## src/rtl/audio_sample_fifo.sv

```systemverilog
// audio_sample_fifo: stereo PCM sample buffer between the monitor-link
// op decoder and the I2S sender, with 22 kHz doubling and host pacing.
//
// Ports:
//   mon_clk, hw_reset_n        clock / async active-low reset
//   sample_valid, sample_data  push strobe and {left,right} sample
//   audio_start, audio_end     stream begin / end pulses
//   half_rate                  22 kHz mode, latched on audio_start
//   frame_tick                 one pulse per I2S LR frame
//   pcm_out, pcm_valid         registered frame sample and update pulse
//   request_mode               host should keep sending samples
//   request_underrun           frame found the FIFO empty while playing
//   request_tick               ask the host for one more sample
//   level, overflow            occupancy and sticky drop flag
module audio_sample_fifo #(
    parameter int DEPTH     = 16,
    parameter int AW        = 4,
    parameter int LOW_WATER = 8
) (
    input  logic          mon_clk,
    input  logic          hw_reset_n,
    input  logic          sample_valid,
    input  logic [31:0]   sample_data,
    input  logic          audio_start,
    input  logic          audio_end,
    input  logic          half_rate,
    input  logic          frame_tick,
    output logic [31:0]   pcm_out,
    output logic          pcm_valid,
    output logic          request_mode,
    output logic          request_underrun,
    output logic          request_tick,
    output logic [AW:0]   level,
    output logic          overflow
);

    typedef enum logic [1:0] {IDLE, PRIME, PLAY, DRAIN} state_t;

    localparam logic [AW:0] FULL_LVL = (AW+1)'(DEPTH);
    localparam logic [AW:0] LOW_LVL  = (AW+1)'(LOW_WATER);

    state_t        state;
    logic [31:0]   mem [DEPTH];
    logic [AW-1:0] wr_ptr;
    logic [AW-1:0] rd_ptr;
    logic [AW:0]   cnt;
    logic [AW:0]   cnt_next;
    logic          hr_q;
    logic          phase;

    logic active;
    logic empty;
    logic full;
    logic tick_play;
    logic repeat_tick;
    logic do_pop;
    logic do_push;
    logic drop;

    assign level  = cnt;
    assign active = (state != IDLE);
    assign empty  = (cnt == '0);
    assign full   = (cnt == FULL_LVL);

    // audio_start flushes everything, so it masks ticks and pushes
    assign tick_play   = frame_tick && !audio_start &&
                         (state == PLAY || state == DRAIN);
    assign repeat_tick = tick_play && hr_q && phase;
    assign do_pop      = tick_play && !repeat_tick && !empty;
    // a pop in the same cycle frees the slot, so a full FIFO still accepts
    assign do_push     = sample_valid && active && !audio_start &&
                         (!full || do_pop);
    assign drop        = sample_valid && active && !audio_start &&
                         full && !do_pop;

    assign request_mode = (state == PRIME) ||
                          (state == PLAY && cnt < LOW_LVL);

    always_comb begin
        cnt_next = cnt;
        if (do_push && !do_pop)
            cnt_next = cnt + 1'b1;
        else if (!do_push && do_pop)
            cnt_next = cnt - 1'b1;
    end

    always_ff @(posedge mon_clk) begin
        if (do_push)
            mem[wr_ptr] <= sample_data;
    end

    always_ff @(posedge mon_clk or negedge hw_reset_n) begin
        if (!hw_reset_n) begin
            state            <= IDLE;
            wr_ptr           <= '0;
            rd_ptr           <= '0;
            cnt              <= '0;
            hr_q             <= 1'b0;
            phase            <= 1'b0;
            overflow         <= 1'b0;
            pcm_out          <= '0;
            pcm_valid        <= 1'b0;
            request_tick     <= 1'b0;
            request_underrun <= 1'b0;
        end else begin
            pcm_valid        <= 1'b0;
            request_tick     <= 1'b0;
            request_underrun <= 1'b0;
            if (audio_start) begin
                wr_ptr   <= '0;
                rd_ptr   <= '0;
                cnt      <= '0;
                overflow <= 1'b0;
                phase    <= 1'b0;
                hr_q     <= half_rate;
                state    <= PRIME;
            end else begin
                if (do_push)
                    wr_ptr <= wr_ptr + 1'b1;
                if (do_pop)
                    rd_ptr <= rd_ptr + 1'b1;
                if (drop)
                    overflow <= 1'b1;
                cnt <= cnt_next;
                unique case (state)
                    IDLE: begin
                    end
                    PRIME: begin
                        // still priming: frames play silence
                        if (frame_tick) begin
                            pcm_out   <= '0;
                            pcm_valid <= 1'b1;
                        end
                        if (audio_end)
                            state <= DRAIN;
                        else if (cnt >= LOW_LVL)
                            state <= PLAY;
                    end
                    PLAY, DRAIN: begin
                        if (frame_tick) begin
                            pcm_valid <= 1'b1;
                            if (repeat_tick) begin
                                phase <= 1'b0;
                            end else if (!empty) begin
                                pcm_out <= mem[rd_ptr];
                                phase   <= hr_q;
                                if (state == PLAY && cnt_next < LOW_LVL)
                                    request_tick <= 1'b1;
                            end else begin
                                pcm_out <= '0;
                                phase   <= 1'b0;
                                if (state == PLAY)
                                    request_underrun <= 1'b1;
                                else
                                    state <= IDLE;
                            end
                        end
                        if (state == PLAY && audio_end)
                            state <= DRAIN;
                    end
                endcase
            end
        end
    end

endmodule

```

## config.mk

```make
export PLATFORM = sky130hd
export DESIGN_NAME = audio_sample_fifo
export DESIGN_NICKNAME = d
export VERILOG_FILES = /design/src/rtl/audio_sample_fifo.sv
export SDC_FILE = /design/constraint.sdc
export NUM_CORES = 1
export LEC_CHECK = 0
export ABC_CLOCK_PERIOD_IN_PS = 3300
export BUFFER_PORTS_ARGS = -buffer_cell sky130_fd_sc_hd__buf_4
export CAP_MARGIN = 20
export CORE_MARGIN = 4
export CORE_UTILIZATION = 41
export DETAILED_ROUTE_END_ITERATION = 12
export SKIP_CTS_REPAIR_TIMING = 1
export SLEW_MARGIN = 20
export SYNTH_ARGS = -nofsm -noshare
export SYNTH_HDL_FRONTEND = slang
export SYNTH_SLANG_ARGS = --single-unit
```

## constraint.sdc

```tcl
create_clock -name mon_clk -period 3.3 [get_ports mon_clk]
set_input_delay 0.33 -clock mon_clk [delete_from_list [all_inputs] [get_ports mon_clk]]
set_output_delay 0.33 -clock mon_clk [all_outputs]
set_load 0.1 [all_outputs]
```

==> metrics.csv, run 1 <==
metric,value,unit
status,finished clean,
port buffer count,80,
simple-gate portion of the synthesized area,2.76,%
first drt pass iteration count,5,
period utilization,81.3,%
FP Rows,84,
mapped cell area,21800,µm²
Worst Setup End Kind,flop,
Ys Warns,0,
Crit path required time,3590,ps
critical path type,reg2reg,
layout cells sized above 1,29.5,%
top-area cell type share of the netlist area,70.5,%
Total Power,15.6,mW
post-synthesis adder-cell area fraction,0.459,%
complex-gate fraction of the synthesized area,3.93,%
Final Slew Violations,0,
clk_lat worst skew,600,ps
Pwr Density,612,nW/µm²
H-tree levels,2,
"CTS clk-pin slew, worst paths",60,ps
DRC,0,
Crit. path cell count,6,
synth unique cells,49,
Clk pwr share,43.1,%
leakage,8.22,nW
largest net degree at the start of global routing,54,
"flops & latches, synth",565,
syn_nets,1119,
worst reg2reg path depth,6,
worst hold path class,in2reg,
Synth Instances,1072,
Setup crit start,state[1],
final setup TNS,0,ps
Layout Nets,1239,
Max Clock Skew,15.6,ps
first-pass GRT wire length,69500,µm
mux share of post-synthesis cell area,14.6,%
Chip Width,239,µm
ys async rst share,9.38,%
CTS tree,built,
Post-Place Cells,1819,
Internal,12.2,mW
reg2reg end,mem[5][27],
switching fraction of total power,21.6,%
Worst Max-Slew Pin Slew,859,ps
Max VDD drop,385,µV
Detail Placement HPWL,26200,µm
routability-driven placement congestion ratio,0.728,
clk root buf,clkbuf_16,
Final Hold Vio Count,0,
full die area,57000,µm²
worst reg2reg setup slack,620,ps
syn avg cell area,20.4,µm²
core area,52700,µm²
Post-Route WL,44900,µm
initial antenna violation count,0,
Comb pwr share,5.8,%
DP Area,23500,µm²
number of DRC markers in iteration 0,696,
Longest Clk Path Bufs,3,
IO Pins,81,
XOR/XNOR Fraction of Synth Area,0.281,%
P_sw,3.38,mW
RSZ-0062 raised after global routing,no,
largest cells by area after synthesis,"edfxtp_1 70%, mux4_2 9.8%, dfrtp_1 6.1%",
R2R Path Start,state[1],
Die H,239,µm
GR Overflow Total,0,
fin cells,1929,
Layout fillers,4268,
FMAX,0.373,GHz
Detail Route Antenna Nets,0,
CP cell instances,"o21ba_2, and2_1, nand2_1, nor3b_1, and2_2, buf_4",
Wirelength per Cell,23.3,µm
cell family with most CP delay,simple AND/OR/NAND/NOR gates,
Num CTS Buffers,57,
Post-synth EDFFs,512,
Worst setup SP type,flop,
"Core Util, Final",48.4,%
Flop pwr share,51.1,%
DR vias,10464,
antenna fix cells,0,
sequential fraction of the synthesis area,76.5,%
"Design Area, Final",25500,µm²
"slowest stage delay, CP",570,ps
most frequent cell after synthesis,edfxtp_1,
vias in the first global route,11265,
final setup fails,0,
Crit-path slowest cell,dfrtp_1,
top post-synthesis cells by count,"512 x edfxtp_1, 95 x mux4_2, 68 x mux2i_1",
largest family of logic cells by synthesized area,multiplexers,
Max Cap Viol,0,
post-DR vias/cell,5.42,
crit path max fanout,17,
initial core utilization,41.4,%
Crit path buffers/inverters,1,
min cycle time layout,2680,ps
All-Layer GR Usage,15.8,%
"Arr. time, crit path",2980,ps
clock sinks,565,
main flop type after synthesis,edfxtp_1,
area delta synth->final,16.7,%
crit path to,mem[5][27],
cell accounting for the most synthesized area,edfxtp_1,
max_slew headroom,42.8,%
[sequential cells by signal (all words and copies together), names as in the netlist]
signal and cells:
level 5, request_underrun 1, pcm_valid 1, state 2
wr_ptr 4, pcm_out 32, overflow 1, mem 512
request_tick 1, hr_q 1, rd_ptr 4, phase 1
[logic make-up after synthesis]
group / after synthesis
AO/OA/AOI/OAI: 116
adder cells (fa/ha/maj): 8
XOR/XNOR: 7
multiplexers: 196
buffers and inverters: 66
AND/OR/NAND/NOR: 114
flip-flops: 565
[routing by layer]
metal / GRT usage [%] / up-vias / routed length, µm
li1: - / 4641 / -
met1: 22.0 / 5561 / 20100
met2: 26.3 / 198 / 22200
met3: 3.01 / 64 / 1770
met4: 3.52 / 0 / 814
met5: 0 / - / 0
[final cells by class]
class                      instances  area [µm²]  area share [%]
sequential                       565       16700            65.6
multi-input combinational        441        4840            19.0
clock buffer                      84        1690            6.64
timing repair buffer             122        1060            4.16
tap                              688         861            3.38
clock inverter                    24         300            1.18
inverter                           5        18.8          0.0737
[stage by stage]
step | setup WS, ps | hold WS [ps]
2_1_floorplan | 30.4 | 34.4
3_3_place_gp | 681 | 486
3_5_place_dp | 605 | 498
4_1_cts | 628 | -150
5_1_grt | 466 | 11.5
6_report | 616 | 35.3
[how the worst min path moves through the flow]
stage	from	endpoint	slack [ps]	cells after the start
2_1_floorplan	hw_reset_n	hr_q	30	0
3_3_place_gp	hw_reset_n	pcm_valid	490	1
3_5_place_dp	hw_reset_n	state[1]	500	1
4_1_cts	hw_reset_n	overflow	-150	1
5_1_grt	sample_data[11]	mem[11][11]	10	1
6_report	sample_data[11]	mem[11][11]	40	1
[power groups by stage]
stage / sequential [mW] / clock (mW) / combinational [mW]
finish: 7.97 / 6.72 / 0.913
global route: 7.98 / 7.18 / 0.970
CTS: 7.97 / 6.88 / 0.921
detailed placement: 8.12 / 0 / 0.921
global placement: 8.12 / 0 / 0.908
floorplan: 8.44 / 0 / 0.267
[placed cells by master (no fill, tap or decap), types with 5 or more instances in the layout]
cell type  netlist  final
buf_4            0    109
a22oi_1         31     31
o21ai_0         32     32
ha_1             8      8
and2_2           0     12
dfrtp_1         53     50
clkbuf_8         0     12
edfxtp_1       512    512
clkbuf_1        31     13
nand2_1         14     14
mux2i_1         68     68
clkinv_2         0     10
buf_12           0     11
a21oi_1          6      6
bufinv_16        0      7
inv_1            5      5
clkbuf_16        0     59
mux2_2          33     33
nor2_1          46     46
nand3_1          6      6
a221o_1         32     32
mux4_2          95     95
(Power assumes the default switching activity.)
==> run 2: changes to the inputs <==
--- a/config.mk
+++ b/config.mk
@@ -5,7 +5,7 @@
 export SDC_FILE = /design/constraint.sdc
 export NUM_CORES = 1
 export LEC_CHECK = 0
-export ABC_CLOCK_PERIOD_IN_PS = 3300
+export ABC_CLOCK_PERIOD_IN_PS = 2300
 export BUFFER_PORTS_ARGS = -buffer_cell sky130_fd_sc_hd__buf_4
 export CAP_MARGIN = 20
 export CORE_MARGIN = 4
==> constraint.sdc (replaced) <==
create_clock -name mon_clk -period 2.3 [get_ports mon_clk]
set_input_delay 0.23 -clock mon_clk [delete_from_list [all_inputs] [get_ports mon_clk]]
set_output_delay 0.23 -clock mon_clk [all_outputs]
set_load 0.1 [all_outputs]
==> run 2 against run 1 <==
Critical path depth is the same; sequential share of layout area shrank 3.1 points; register-to-register slack worse by 500 ps; design area increased by 5.1%; combinational power is 60% higher.
==> metrics.csv, run 2 (synthesized netlist as in run 1, its figures left out) <==
metric,value,unit,change
max reg flops,512,,unchanged
FP Rows,84,,unchanged
clock sinks,565,,unchanged
initial core utilization,41.4,%,unchanged
period utilization,94.8,%,was 81.3%
IO Pins,81,,unchanged
first-pass GRT wire length,73400,µm,was 69500 µm
"Arr. time, crit path",2670,ps,was 2980 ps
min cycle time layout,2180,ps,was 2680 ps
clk_lat worst skew,640,ps,was 600 ps
cell family with most CP delay,simple AND/OR/NAND/NOR gates,,unchanged
full die area,57000,µm²,unchanged
Crit path required time,2800,ps,was 3590 ps
Layout Nets,1319,,was 1239
Crit path buffers/inverters,1,,unchanged
DRC,0,,unchanged
port buffer count,80,,unchanged
RSZ-0062 raised after global routing,no,,unchanged
max_slew headroom,61.6,%,was 42.8%
FMAX,0.459,GHz,was 0.373 GHz
All-Layer GR Usage,17.1,%,was 15.8%
CP cell instances,"inv_4, ha_4, or4b_4, nor3b_4, and2_4, a221o_1",,"was o21ba_2, and2_1, nand2_1, nor3b_1, and2_2, buf_4"
routability-driven placement congestion ratio,0.741,,was 0.728
worst reg2reg setup slack,120,ps,was 620 ps
final setup fails,0,,unchanged
Worst setup SP type,flop,,unchanged
Hold Slack,38.0,ps,was 35.3 ps
Detail Route Antenna Nets,0,,unchanged
Crit-path slowest cell,dfrtp_4,,was dfrtp_1
H-tree levels,2,,unchanged
Longest Clk Path Bufs,3,,unchanged
worst hold path class,in2reg,,unchanged
"Design Area, Final",26800,µm²,was 25500 µm²
area delta synth->final,22.7,%,was 16.7%
DP Area,24400,µm²,was 23500 µm²
Num CTS Buffers,57,,unchanged
clk root buf,clkbuf_16,,unchanged
GR Overflow Total,0,,unchanged
Max VDD drop,638,µV,was 385 µV
Post-Route WL,48200,µm,was 44900 µm
crit path max fanout,33,,was 17
CTS tree,built,,unchanged
initial antenna violation count,2,,was 0
Worst Max-Slew Pin Slew,576,ps,was 859 ps
Pwr Density,835,nW/µm²,was 612 nW/µm²
vias in the first global route,11356,,was 11265
Max Cap Viol,0,,unchanged
core area,52700,µm²,unchanged
Chip Width,239,µm,unchanged
leakage,8.70,nW,was 8.22 nW
Detail Placement HPWL,29700,µm,was 26200 µm
Final Hold Vio Count,0,,unchanged
critical path type,reg2reg,,unchanged
Largest Register,mem,,unchanged
layout cells sized above 1,31.7,%,was 29.5%
Max Clock Skew,42.0,ps,was 15.6 ps
Final Slew Violations,0,,unchanged
Worst Setup End Kind,flop,,unchanged
post-DR vias/cell,5.40,,was 5.42
Die H,239,µm,unchanged
Layout fillers,4150,,was 4268
number of DRC markers in iteration 0,894,,was 696
first drt pass iteration count,4,,was 5
largest net degree at the start of global routing,34,,was 54
"commonest non-fill, non-tap cell in the layout",edfxtp_1,,unchanged
"CTS clk-pin slew, worst paths",60,ps,about the same
"slowest stage delay, CP",500,ps,was 570 ps
most used cells in the layout excluding fill and tap cells,"512 x edfxtp_1, 109 x buf_4, 95 x mux4_2, 67 x mux2i_1, 57 x clkbuf_16",,"was 512 x edfxtp_1, 109 x buf_4, 95 x mux4_2, 68 x mux2i_1, 59 x clkbuf_16"
status,finished clean,,unchanged
Wirelength per Cell,24.0,µm,was 23.3 µm
DR vias,10862,,was 10464
==> run 2: changes by cell type in the layout (fill, tap and decap cells not counted), moves of 3 or more <==
cell	delta
buf_12	+45
dlygate4sd3_1	+35
and2_2	-12
and2_4	+12
clkbuf_8	-10
clkinv_1	+6
dfrtp_1	-5
and4_2	-4
and4_4	+4
clkinv_4	+4
dfrtp_2	+3
==> run 2: final cells by class <==
cell class / count / area (µm²) / area share, %
Multi-Input combinational cell: 441 / 4900 / 18.3
Tap cell: 688 / 861 / 3.22
Sequential cell: 565 / 16700 / 62.5
Timing Repair Buffer: 202 / 2310 / 8.63
Clock buffer: 70 / 1500 / 5.58
Inverter: 5 / 23.8 / 0.0888
Clock inverter: 37 / 460 / 1.72
Antenna cell: 2 / 5.00 / 0.0187
==> run 2: worst paths after layout <==
path                       cells past startpoint           to         start
setup / recovery                               6  pcm_out[20]      level[1]
hold / removal                                 3     overflow  sample_valid
setup reg to reg                               6  pcm_out[20]      level[1]
hold reg to reg                                1  pcm_out[25]   pcm_out[25]
max in group asynchronous                      3  pcm_out[18]    hw_reset_n
min in group asynchronous                      2     state[0]    hw_reset_n
==> run 2: per-stage QoR <==
| stage | util, % | cells | setup WS, ps | power [mW] | TNS (ps) |
|---|---|---|---|---|---|
| after floorplan | - | 1072 | -8.61 | 12.5 | -250 |
| after global placement | 46.4 | 1864 | 124 | 13.1 | 0 |
| after detailed placement | 46.4 | 1864 | 110 | 13.1 | 0 |
| after CTS | 50.1 | 1971 | 101 | 22.6 | 0 |
| after global routing | 50.8 | 2008 | 25.3 | 23.2 | 0 |
| final | 50.8 | 2010 | 120 | 22.4 | 0 |
==> run 2: where the power goes <==
group / internal, mW / leakage [nW] / switching [mW] / total [mW]
clock network: 5.56 / 0.941 / 3.90 / 9.46
registers: 11.3 / 5.32 / 0.0985 / 11.4
logic: 0.446 / 2.43 / 1.02 / 1.46
==> run 2: per-layer routing <==
layer,vias up,routed length (µm),GRT usage [%]
li1,4807,-,-
met3,64,1990,3.20
met2,213,23800,28.0
met4,0,775,3.52
met1,5778,21600,24.3
met5,-,0,0
==> run 2: worst reg2reg max path, stage by stage, from the launching register on <==
cell and delay, ps:
dfrtp_4 500, inv_4 80, ha_4 120, or4b_4 450, nor3b_4 200, and2_4 340
a221o_1 380
==> run 3: changes to the inputs <==
--- a/config.mk
+++ b/config.mk
@@ -6,10 +6,11 @@
 export NUM_CORES = 1
 export LEC_CHECK = 0
 export ABC_CLOCK_PERIOD_IN_PS = 2300
-export BUFFER_PORTS_ARGS = -buffer_cell sky130_fd_sc_hd__buf_4
+export BUFFER_PORTS_ARGS = -buffer_cell sky130_fd_sc_hd__buf_2
 export CAP_MARGIN = 20
 export CORE_MARGIN = 4
 export CORE_UTILIZATION = 41
+export CTS_CLUSTER_DIAMETER = 50
 export DETAILED_ROUTE_END_ITERATION = 12
 export SKIP_CTS_REPAIR_TIMING = 1
 export SLEW_MARGIN = 20
==> run 3 against run 2 <==
Clock skew is 0.76 ps lower; design area is 1.6% lower; sequential cell count did not move; combinational power decreased by 3%; routed wire length is 0.55% lower; critical endpoint is now mem[11][28]; highest routed layer unchanged.
==> metrics.csv, run 3 (synthesized netlist as in run 1, its figures left out) <==
metric,value,unit,change
Detail Placement HPWL,28300,µm,was 29700 µm
CP cell instances,"inv_4, ha_4, nand4bb_1, a31o_2, nand2_1, nor3b_4, and2_4, buf_12",,"was inv_4, ha_4, or4b_4, nor3b_4, and2_4, a221o_1"
Wirelength per Cell,23.9,µm,was 24.0 µm
post-DR vias/cell,5.38,,was 5.40
Crit path required time,2600,ps,was 2800 ps
DRC,0,,unchanged
Worst Max-Slew Pin Slew,715,ps,was 576 ps
Worst setup SP type,flop,,unchanged
max_slew headroom,52.3,%,was 61.6%
most used cells in the layout excluding fill and tap cells,"512 x edfxtp_1, 95 x mux4_2, 79 x buf_2, 67 x mux2i_1, 60 x clkbuf_16",,"was 512 x edfxtp_1, 109 x buf_4, 95 x mux4_2, 67 x mux2i_1, 57 x clkbuf_16"
vias in the first global route,11211,,was 11356
clk root buf,clkbuf_16,,unchanged
Final Hold Vio Count,0,,unchanged
"slowest stage delay, CP",420,ps,was 500 ps
leakage,8.57,nW,was 8.70 nW
"Design Area, Final",26300,µm²,was 26800 µm²
min cycle time layout,2230,ps,was 2180 ps
setup ws final,65.8,ps,was 120 ps
antenna fix cells,0,,was 2
initial antenna violation count,1,,was 2
DP Worst Slack,23.2,ps,was 110 ps
DP Area,24000,µm²,was 24400 µm²
initial core utilization,41.4,%,unchanged
max reg flops,512,,unchanged
Layout Nets,1312,,was 1319
Largest Register,mem,,unchanged
Max Clock Skew,41.3,ps,was 42.0 ps
Total Power,22.0,mW,was 22.4 mW
Post-Place Cells,1854,,was 1864
first-pass GRT wire length,71100,µm,was 73400 µm
Die H,239,µm,unchanged
All-Layer GR Usage,16.6,%,was 17.1%
Crit-path slowest cell,dfrtp_4,,unchanged
Post-Route WL,47900,µm,was 48200 µm
clk_lat worst skew,620,ps,was 640 ps
IO Pins,81,,unchanged
number of DRC markers in iteration 0,645,,was 894
cell family with most CP delay,simple AND/OR/NAND/NOR gates,,unchanged
FP Rows,84,,unchanged
Worst Setup End Kind,flop,,unchanged
port buffer count,80,,unchanged
routability-driven placement congestion ratio,0.750,,was 0.741
"Arr. time, crit path",2530,ps,was 2670 ps
core area,52700,µm²,unchanged
Chip Width,239,µm,unchanged
Pwr Density,836,nW/µm²,was 835 nW/µm²
layout cells sized above 1,31.3,%,was 31.7%
"Core Util, Final",50.0,%,was 50.8%
status,finished clean,,unchanged
Max VDD drop,600,µV,was 638 µV
crit path max fanout,9,,was 33
Max Cap Viol,0,,unchanged
period utilization,97.1,%,was 94.8%
worst hold path class,in2reg,,unchanged
FMAX,0.448,GHz,was 0.459 GHz
clock sinks,565,,unchanged
first drt pass iteration count,5,,was 4
full die area,57000,µm²,unchanged
Detail Route Antenna Nets,0,,unchanged
critical path type,reg2reg,,unchanged
"CTS clk-pin slew, worst paths",60,ps,about the same
"commonest non-fill, non-tap cell in the layout",edfxtp_1,,unchanged
GR Overflow Total,0,,unchanged
fin cells,2005,,was 2010
DR vias,10791,,was 10862
final setup fails,0,,unchanged
area delta synth->final,20.7,%,was 22.7%
CTS tree,built,,unchanged
largest net degree at the start of global routing,43,,was 34
Final Slew Violations,0,,unchanged
RSZ-0062 raised after global routing,yes,,was no
H-tree levels,2,,unchanged
Longest Clk Path Bufs,3,,unchanged
Crit path buffers/inverters,2,,was 1
Num CTS Buffers,60,,was 57
## run 3: per-stage QoR
stage | hold slack (ps) | TNS, ps
after CTS | -589 | -122
after detailed placement | 82.2 | 0
after floorplan | -65.6 | -250
after global placement | 77.5 | 0
after global routing | 0.529 | -403
final | 18.7 | 0
## run 3: cell type report
class | instances | area [µm²]
inverter | 5 | 23.8
tap | 688 | 861
timing repair buffer | 191 | 1900
multi-input combinational | 442 | 4920
sequential | 565 | 16700
clock inverter | 34 | 309
clock buffer | 80 | 1610
fill | 4232 | 26300
## run 3: path summary, 6_finish.rpt
path / from / cells after the start / slack, ps / end
worst min-delay path: sample_data[23] / 1 / 20 / mem[4][23]
worst min register to register: pcm_out[21] / 1 / 510 / pcm_out[21]
max in group asynchronous: hw_reset_n / 4 / 960 / level[3]
min in group asynchronous: hw_reset_n / 3 / 500 / level[1]
worst max register to register: level[1] / 8 / 70 / mem[11][28]
worst max-delay path: level[1] / 8 / 70 / mem[11][28]
## run 3: power breakdown
group / switching (mW) / internal [mW]
Combinational: 1.02 / 0.387
Clock: 3.89 / 5.28
Sequential: 0.0840 / 11.3
Total: 4.99 / 17.0
## run 3: layer usage
| metal | global-route usage [%] | wire length [µm] | vias up |
|---|---|---|---|
| met1 | 22.8 | 21000 | 5676 |
| li1 | - | - | 4805 |
| met2 | 27.9 | 23800 | 234 |
| met4 | 4.03 | 1020 | 0 |
| met3 | 2.92 | 2150 | 76 |
| met5 | 0 | 0 | - |
## run 3: worst register-to-register path: cells and delay by family (launching register included)
family | cells | cell delay (ps)
adder cells (fa/ha/maj) | 1 | 150
buffers and inverters | 2 | 220
AO/OA/AOI/OAI | 1 | 170
flip-flops | 1 | 420
AND/OR/NAND/NOR | 4 | 960
